`config.mk`:
```
export PLATFORM = sky130hd
export DESIGN_NAME = sobel_window_gen
export DESIGN_NICKNAME = d
export VERILOG_FILES = /design/src/rtl/sobel_window_gen.sv
export SDC_FILE = /design/constraint.sdc
export NUM_CORES = 2
export LEC_CHECK = 0
export CAP_MARGIN = 20
export CORE_UTILIZATION = 60
export CTS_CLUSTER_DIAMETER = 100
export DETAILED_ROUTE_END_ITERATION = 7
export PLACE_DENSITY = 0.89
export SYNTH_ARGS = -nofsm -noshare
export SYNTH_HDL_FRONTEND = slang
export SYNTH_SLANG_ARGS = --single-unit
```
`constraint.sdc`:
```
create_clock -name sys_clk -period 7.3 [get_ports sys_clk]
set_input_delay 1.095 -clock sys_clk [delete_from_list [all_inputs] [get_ports sys_clk]]
set_output_delay 1.095 -clock sys_clk [all_outputs]
set_load 0.02 [all_outputs]
```
`src/rtl/sobel_window_gen.sv`:
```
// sobel_window_gen: streams raster pixels into a 3x3 window with two line buffers
module sobel_window_gen #(
  parameter int IMG_W = 100,
  parameter int IMG_H = 100
) (
  input  logic        sys_clk,
  input  logic        sys_rst,
  input  logic [7:0]  data_in,
  input  logic        in_flag,
  output logic [71:0] win_data,
  output logic        out_flag,
  output logic [9:0]  win_x,
  output logic [9:0]  win_y,
  output logic        frame_done
);
  localparam int AW = $clog2(IMG_W);
  localparam logic [9:0] COL_LAST = 10'(IMG_W - 1);
  localparam logic [9:0] ROW_LAST = 10'(IMG_H - 1);
  logic [9:0]  col_cnt, row_cnt;
  logic [7:0]  lb1 [IMG_W];
  logic [7:0]  lb2 [IMG_W];
  logic [23:0] c0, c1, c2, col_new;
  logic        accept, last_col, last_row, in_core;
  logic [AW-1:0] idx;
  assign idx      = col_cnt[AW-1:0];
  assign accept   = in_flag & ~sys_rst;
  assign last_col = col_cnt == COL_LAST;
  assign last_row = row_cnt == ROW_LAST;
  assign in_core  = (col_cnt >= 10'd2) && (row_cnt >= 10'd2);
  assign col_new  = {lb2[idx], lb1[idx], data_in};
  // line buffers age one row per accepted pixel; contents are never reset because windows are gated
  always_ff @(posedge sys_clk) begin
    if (accept) begin
      lb2[idx] <= lb1[idx];
      lb1[idx] <= data_in;
    end
  end
  // position counters, column shift window and registered window outputs
  always_ff @(posedge sys_clk) begin
    if (sys_rst) begin
      col_cnt    <= '0;
      row_cnt    <= '0;
      c0         <= '0;
      c1         <= '0;
      c2         <= '0;
      win_data   <= '0;
      win_x      <= '0;
      win_y      <= '0;
      out_flag   <= 1'b0;
      frame_done <= 1'b0;
    end else begin
      out_flag   <= in_flag & in_core;
      frame_done <= in_flag & last_col & last_row;
      if (in_flag) begin
        c0      <= c1;
        c1      <= c2;
        c2      <= col_new;
        col_cnt <= last_col ? '0 : col_cnt + 10'd1;
        row_cnt <= last_col ? (last_row ? '0 : row_cnt + 10'd1) : row_cnt;
        if (in_core) begin
          win_data <= {c1[23:16], c2[23:16], col_new[23:16],
                       c1[15:8],  c2[15:8],  col_new[15:8],
                       c1[7:0],   c2[7:0],   col_new[7:0]};
          win_x    <= col_cnt - 10'd1;
          win_y    <= row_cnt - 10'd1;
        end
      end
    end
  end
endmodule
```
Word level (Yosys, flattened, before mapping)
Memory sizes are Yosys's and may differ from the RTL's. A register that Yosys moved wholly into a read port is not among the register bits.
Cells that the tools add are included.
Widths: inputs -> output; s select.
- register bits after elaboration: 162
- RAM bits: 1600
- input bits: 11
- memories kept: 2
- memory list (name ; words ; width ; rd ports ; clocked after Yosys merged registers in ; wr ports ; line ; text):
    lb1 ; 100 ; 8 ; 1 ; 1 ; 1 ; 20 ; logic [7:0] lb1 [IMG_W];
    lb2 ; 100 ; 8 ; 1 ; 1 ; 1 ; 21 ; logic [7:0] lb2 [IMG_W];
- $add $sub $neg: 4
- $lt $le $gt $ge: 2
- equality and inequality tests: 2
- muxes and demuxes: 8
- bitwise gates (word level): 5
- reductions and logical operators: 3
- operator list (kind ; count):
    $mux 7 ; 4
    $add 10x1->10 const B ; 2
    $eq 10x7->1 const B ; 2
    $ge 10x2->1 const B ; 2
    $mux 10 ; 2
    $sub 10x1->10 const B ; 2
    $and 1x1->1 ; 4
    $reduce_and 2->1 ; 2
    $mux 1 ; 2
    $logic_and 1x1->1 ; 1
    $not 1->1 ; 1

Depth between registers and ports, before layout
- depth in word-level cells: 4
- gate-level depth with buffers: 12

Least setup slack after synthesis
Ideal clock, no wire load.
- path kind: register to register
- start: reg (tool-made name)
- end: mem lb2[0][0], data pin
- setup time: 0.806 ns
- arrival time: 4.660 ns
- data required time: 6.494 ns
- setup slack: 1.834 ns
- cell stages (with the launch flop): 10
- clock period less this slack: 5.466 ns
- cells stage by stage: dfxtp_1 -> buf_6 -> buf_6 -> buf_6 -> buf_6 -> nor2_1 -> clkbuf_1 -> a221oi_1 -> a221oi_1 -> a32oi_1
- RTL lines (what ; line):
    to (decl) ; 21

==> impl_metrics.yaml <==
routing:
  wire_per_inst_um: 37.1
  drtPass1Iterations: 8
  first_iter_violations: 7868
  detail_route.wirelength_mm: 200
  drt_drc_violations_left: 26
  ant_nets: 0
  viasPerCell: 7.37
  vias: 39720
layout:
  design_area_sq_um: 76600
  fill_cells: 6205
  design.final.nets: 3777
  synthToLayoutAreaGrowth_pct: 12.1
  drive_above_1_share: 0.215
  final_core_util: 0.680
logic_synthesis:
  yosysMostFrequentCell: "sky130_fd_sc_hd__edfxtp_1"
  mappedNetlistArea_sq_um: 68300
  synth.cells.most_frequent: "sky130_fd_sc_hd__edfxtp_1, sky130_fd_sc_hd__mux4_2, sky130_fd_sc_hd__nor2_1, sky130_fd_sc_hd__nand2_1, sky130_fd_sc_hd__dfxtp_1"
  netlist_instances: 3534
  synth_cell_type_count: 73
  synth_warnings: 0
  yosys.area.top_type_share: 0.703
  synth_area_leader_cell: "sky130_fd_sc_hd__edfxtp_1"
  mappedNetlistNets: 3551
  synth.top_cells.by_area: "sky130_fd_sc_hd__edfxtp_1, sky130_fd_sc_hd__mux4_2, sky130_fd_sc_hd__dfxtp_1"
  synth_sequential_area_ratio: 0.753
  postSynthRegisterBits: 1769
  asyncSetResetFlopFracSynth: 0
  synth_edf_count: 1600
  syn_avg_cell_area_sq_um: 19.3
  ys.flop_type: "sky130_fd_sc_hd__edfxtp_1"
run_status:
  status: "finished with violations"
  violations: "DRC"
sta:
  report.final.setup_viol: 0
  maxClockFrequency_ghz: 0.185
  setup_total_negative_slack_ns: 0
  timing.final.crit_share: 0.740
  final_max_slew_viol_count: 0
  relSlewSlack: 0.00328
  rsz0062_at_grt: "no"
  hold_viol_final: 0
  worst_tran_pin_value_ns: 1.50
  post-route-min-period_ns: 5.40
  clock-skew-final_ns: 0.0440
clock_network:
  cts_buffer_depth: 3
  postCtsSetupBuffers: 0
  tritoncts: "done"
  clock_insertion_delay_worst_skew_ns: 0.81
  numClockSinks: 1769
  clock_tree.htree_level_count: 4
  clk_pin_slew_worst_paths_ns: 0.07
  cts_resized: 0
  hold_buffers: 0
  cts-buffers-inserted: 162
  clockRootBuffer: "sky130_fd_sc_hd__clkbuf_16"
worst_setup_path:
  worst-endpoint-required_ns: 7.80
  timing.critical_path.arrival_ns: 5.90
  cp-end-kind: "flip-flop"
  cp_max_fo: 61
  timing.setup.critical_path_class: "flip-flop to flip-flop"
  worst_setup_path_start_kind: "flip-flop"
die:
  rows: 123
  number_of_primary_i_o_pins: 105
  die_width_um: 339
  placeableCoreArea_sq_um: 113000
  effective_utilization_at_floorplan: 0.607
  die-height_um: 339
  full_die_area_sq_um: 115000
global_routing:
  grt_antenna_before_repair: 8
  grt_pass1_vias: 39226
  grt_max_degree: 103
  grt-ovfl-total: 0
  gr_usage_total: 0.348
  wire_length_of_the_first_global_routing_pass_mm: 284
power:
  power.share.clock: 0.402
  p_comb_frac: 0.063
  seq_power_share: 0.535
  total_leakage_power_uw: 0.0239
  power.switching_uw: 4740
  ratio_of_total_power_to_cell_area_nw_per_um2: 275
  p_int_uw: 16300
  ir_worst_vdd_v: 0.000224
  sw_frac_of_total: 0.225
placement:
  dp_hpwl_mm: 105
  place.gp.congestion: 0.920
  port-buffer-count: 104
  postPlaceCellArea_sq_um: 71200
min_path:
  hold_class: "flip-flop to flip-flop"
  start_point_of_the_worst_min_delay_path: "c1[21]$_SDFFE_PP0P_"
job:
  timing.max_cap.violations: 0
[flip-flops by register name (all words and copies together) (netlist names), named ones only]
| register | flops |
|---|---|
| c1 | 24 |
| c2 | 24 |
| col_cnt | 10 |
| frame_done | 1 |
| lb1 | 800 |
| lb2 | 800 |
| out_flag | 1 |
| row_cnt | 10 |
| win_data | 72 |
| win_x | 10 |
| win_y | 10 |
[critical path, stage by stage (launching register included)]
cell and delay, ns:
sky130_fd_sc_hd__dfxtp_4 0.91, sky130_fd_sc_hd__buf_12 0.44, sky130_fd_sc_hd__mux4_2 0.34, sky130_fd_sc_hd__mux2_2 0.20, sky130_fd_sc_hd__a221oi_1 0.13, sky130_fd_sc_hd__o41ai_1 0.96, sky130_fd_sc_hd__o2111ai_1 0.49, sky130_fd_sc_hd__inv_2 0.93
sky130_fd_sc_hd__buf_4 0.59
[routing by layer]
metal / track usage / up-vias / share of wire
met2: 0.539 / 4494 / 0.46
met5: 0.00776 / - / 0.0011
met1: 0.430 / 19309 / 0.30
met3: 0.115 / 1172 / 0.16
met4: 0.205 / 16 / 0.079
li1: - / 14729 / -
[cell families after synthesis]
kind of cell | Yosys count | synth area share
and+or+nand+nor | 600 | 0.0398
muxes | 551 | 0.147
buffers and inverters | 232 | 0.0211
xor gates and xnor gates | 32 | 0.00410
DFF | 1769 | 0.753
AOI/OAI and AO/OA | 344 | 0.0345
adders and majority gates | 6 | 0.00110
[power by group through the flow]
stage / registers [uW] / logic, uW / clock network, uW
finish: 11300 / 1330 / 8450
global route: 11300 / 1340 / 8780
CTS: 11300 / 1270 / 8420
detailed placement: 11500 / 1220 / 0
global placement: 11500 / 1160 / 0
floorplan: 11500 / 823 / 0
[stage by stage]
| stage | cells | hold WS, ns | setup slack (ns) | power [uW] |
|---|---|---|---|---|
| 3_5_place_dp | 5086 | 0.443 | 2.24 | 12700 |
| 4_1_cts | 5378 | 0.454 | 2.09 | 20900 |
| 5_1_grt | 5388 | 0.474 | 1.89 | 21400 |
| 6_report | 5391 | 0.452 | 1.90 | 21000 |
| 2_1_floorplan | 3534 | 0.431 | 1.83 | 12300 |
| 3_3_place_gp | 5082 | 0.440 | 2.49 | 12600 |
[cells in the final DEF (no fill, tap or decap), types with 9 or more instances in the layout]
master / n
sky130_fd_sc_hd__dfxtp_1: 163
sky130_fd_sc_hd__buf_12: 9
sky130_fd_sc_hd__xor2_1: 15
sky130_fd_sc_hd__clkinv_1: 29
sky130_fd_sc_hd__clkdlybuf4s50_1: 94
sky130_fd_sc_hd__nand2b_1: 20
sky130_fd_sc_hd__nand3_1: 41
sky130_fd_sc_hd__nor2b_1: 22
sky130_fd_sc_hd__buf_4: 163
sky130_fd_sc_hd__mux4_2: 356
sky130_fd_sc_hd__a211oi_1: 29
sky130_fd_sc_hd__a21oi_1: 89
sky130_fd_sc_hd__o21ai_0: 19
sky130_fd_sc_hd__a221oi_1: 14
sky130_fd_sc_hd__o22ai_1: 43
sky130_fd_sc_hd__edfxtp_1: 1600
sky130_fd_sc_hd__nor2_1: 204
sky130_fd_sc_hd__nor3_1: 22
sky130_fd_sc_hd__nand3b_1: 12
sky130_fd_sc_hd__nand4_1: 18
sky130_fd_sc_hd__a21o_1: 11
sky130_fd_sc_hd__inv_1: 9
sky130_fd_sc_hd__bufinv_16: 9
sky130_fd_sc_hd__mux2i_1: 168
sky130_fd_sc_hd__clkbuf_1: 28
sky130_fd_sc_hd__clkbuf_16: 168
sky130_fd_sc_hd__clkinv_2: 31
sky130_fd_sc_hd__nand2_1: 204
sky130_fd_sc_hd__mux2_2: 25
sky130_fd_sc_hd__clkbuf_8: 11
sky130_fd_sc_hd__a22oi_1: 48
sky130_fd_sc_hd__xnor2_1: 17
[layout make-up]
class | count | area, sq um | area share
sequential | 1769 | 51400 | 0.672
multi-input combinational | 1533 | 15500 | 0.203
clock buffer | 207 | 4460 | 0.0582
timing repair buffer | 277 | 2470 | 0.0322
tap | 1500 | 1880 | 0.0245
clock inverter | 85 | 726 | 0.00948
inverter | 17 | 63.8 | 0.000833
antenna | 3 | 7.51 | 0.0000980
[worst paths after layout]
| check | slack, ns | endpoint | cells after the start |
|---|---|---|---|
| worst min register to register | 0.45 | win_data[69]$_SDFFE_PP0P_ | 2 |
| worst max register to register | 1.90 | lb2[41][6]$_DFFE_PP_ | 8 |
| worst min-delay path | 0.45 | win_data[69]$_SDFFE_PP0P_ | 2 |
| worst max-delay path | 1.90 | lb2[41][6]$_DFFE_PP_ | 8 |
No activity file was read; power rests on OpenSTA's default activity.
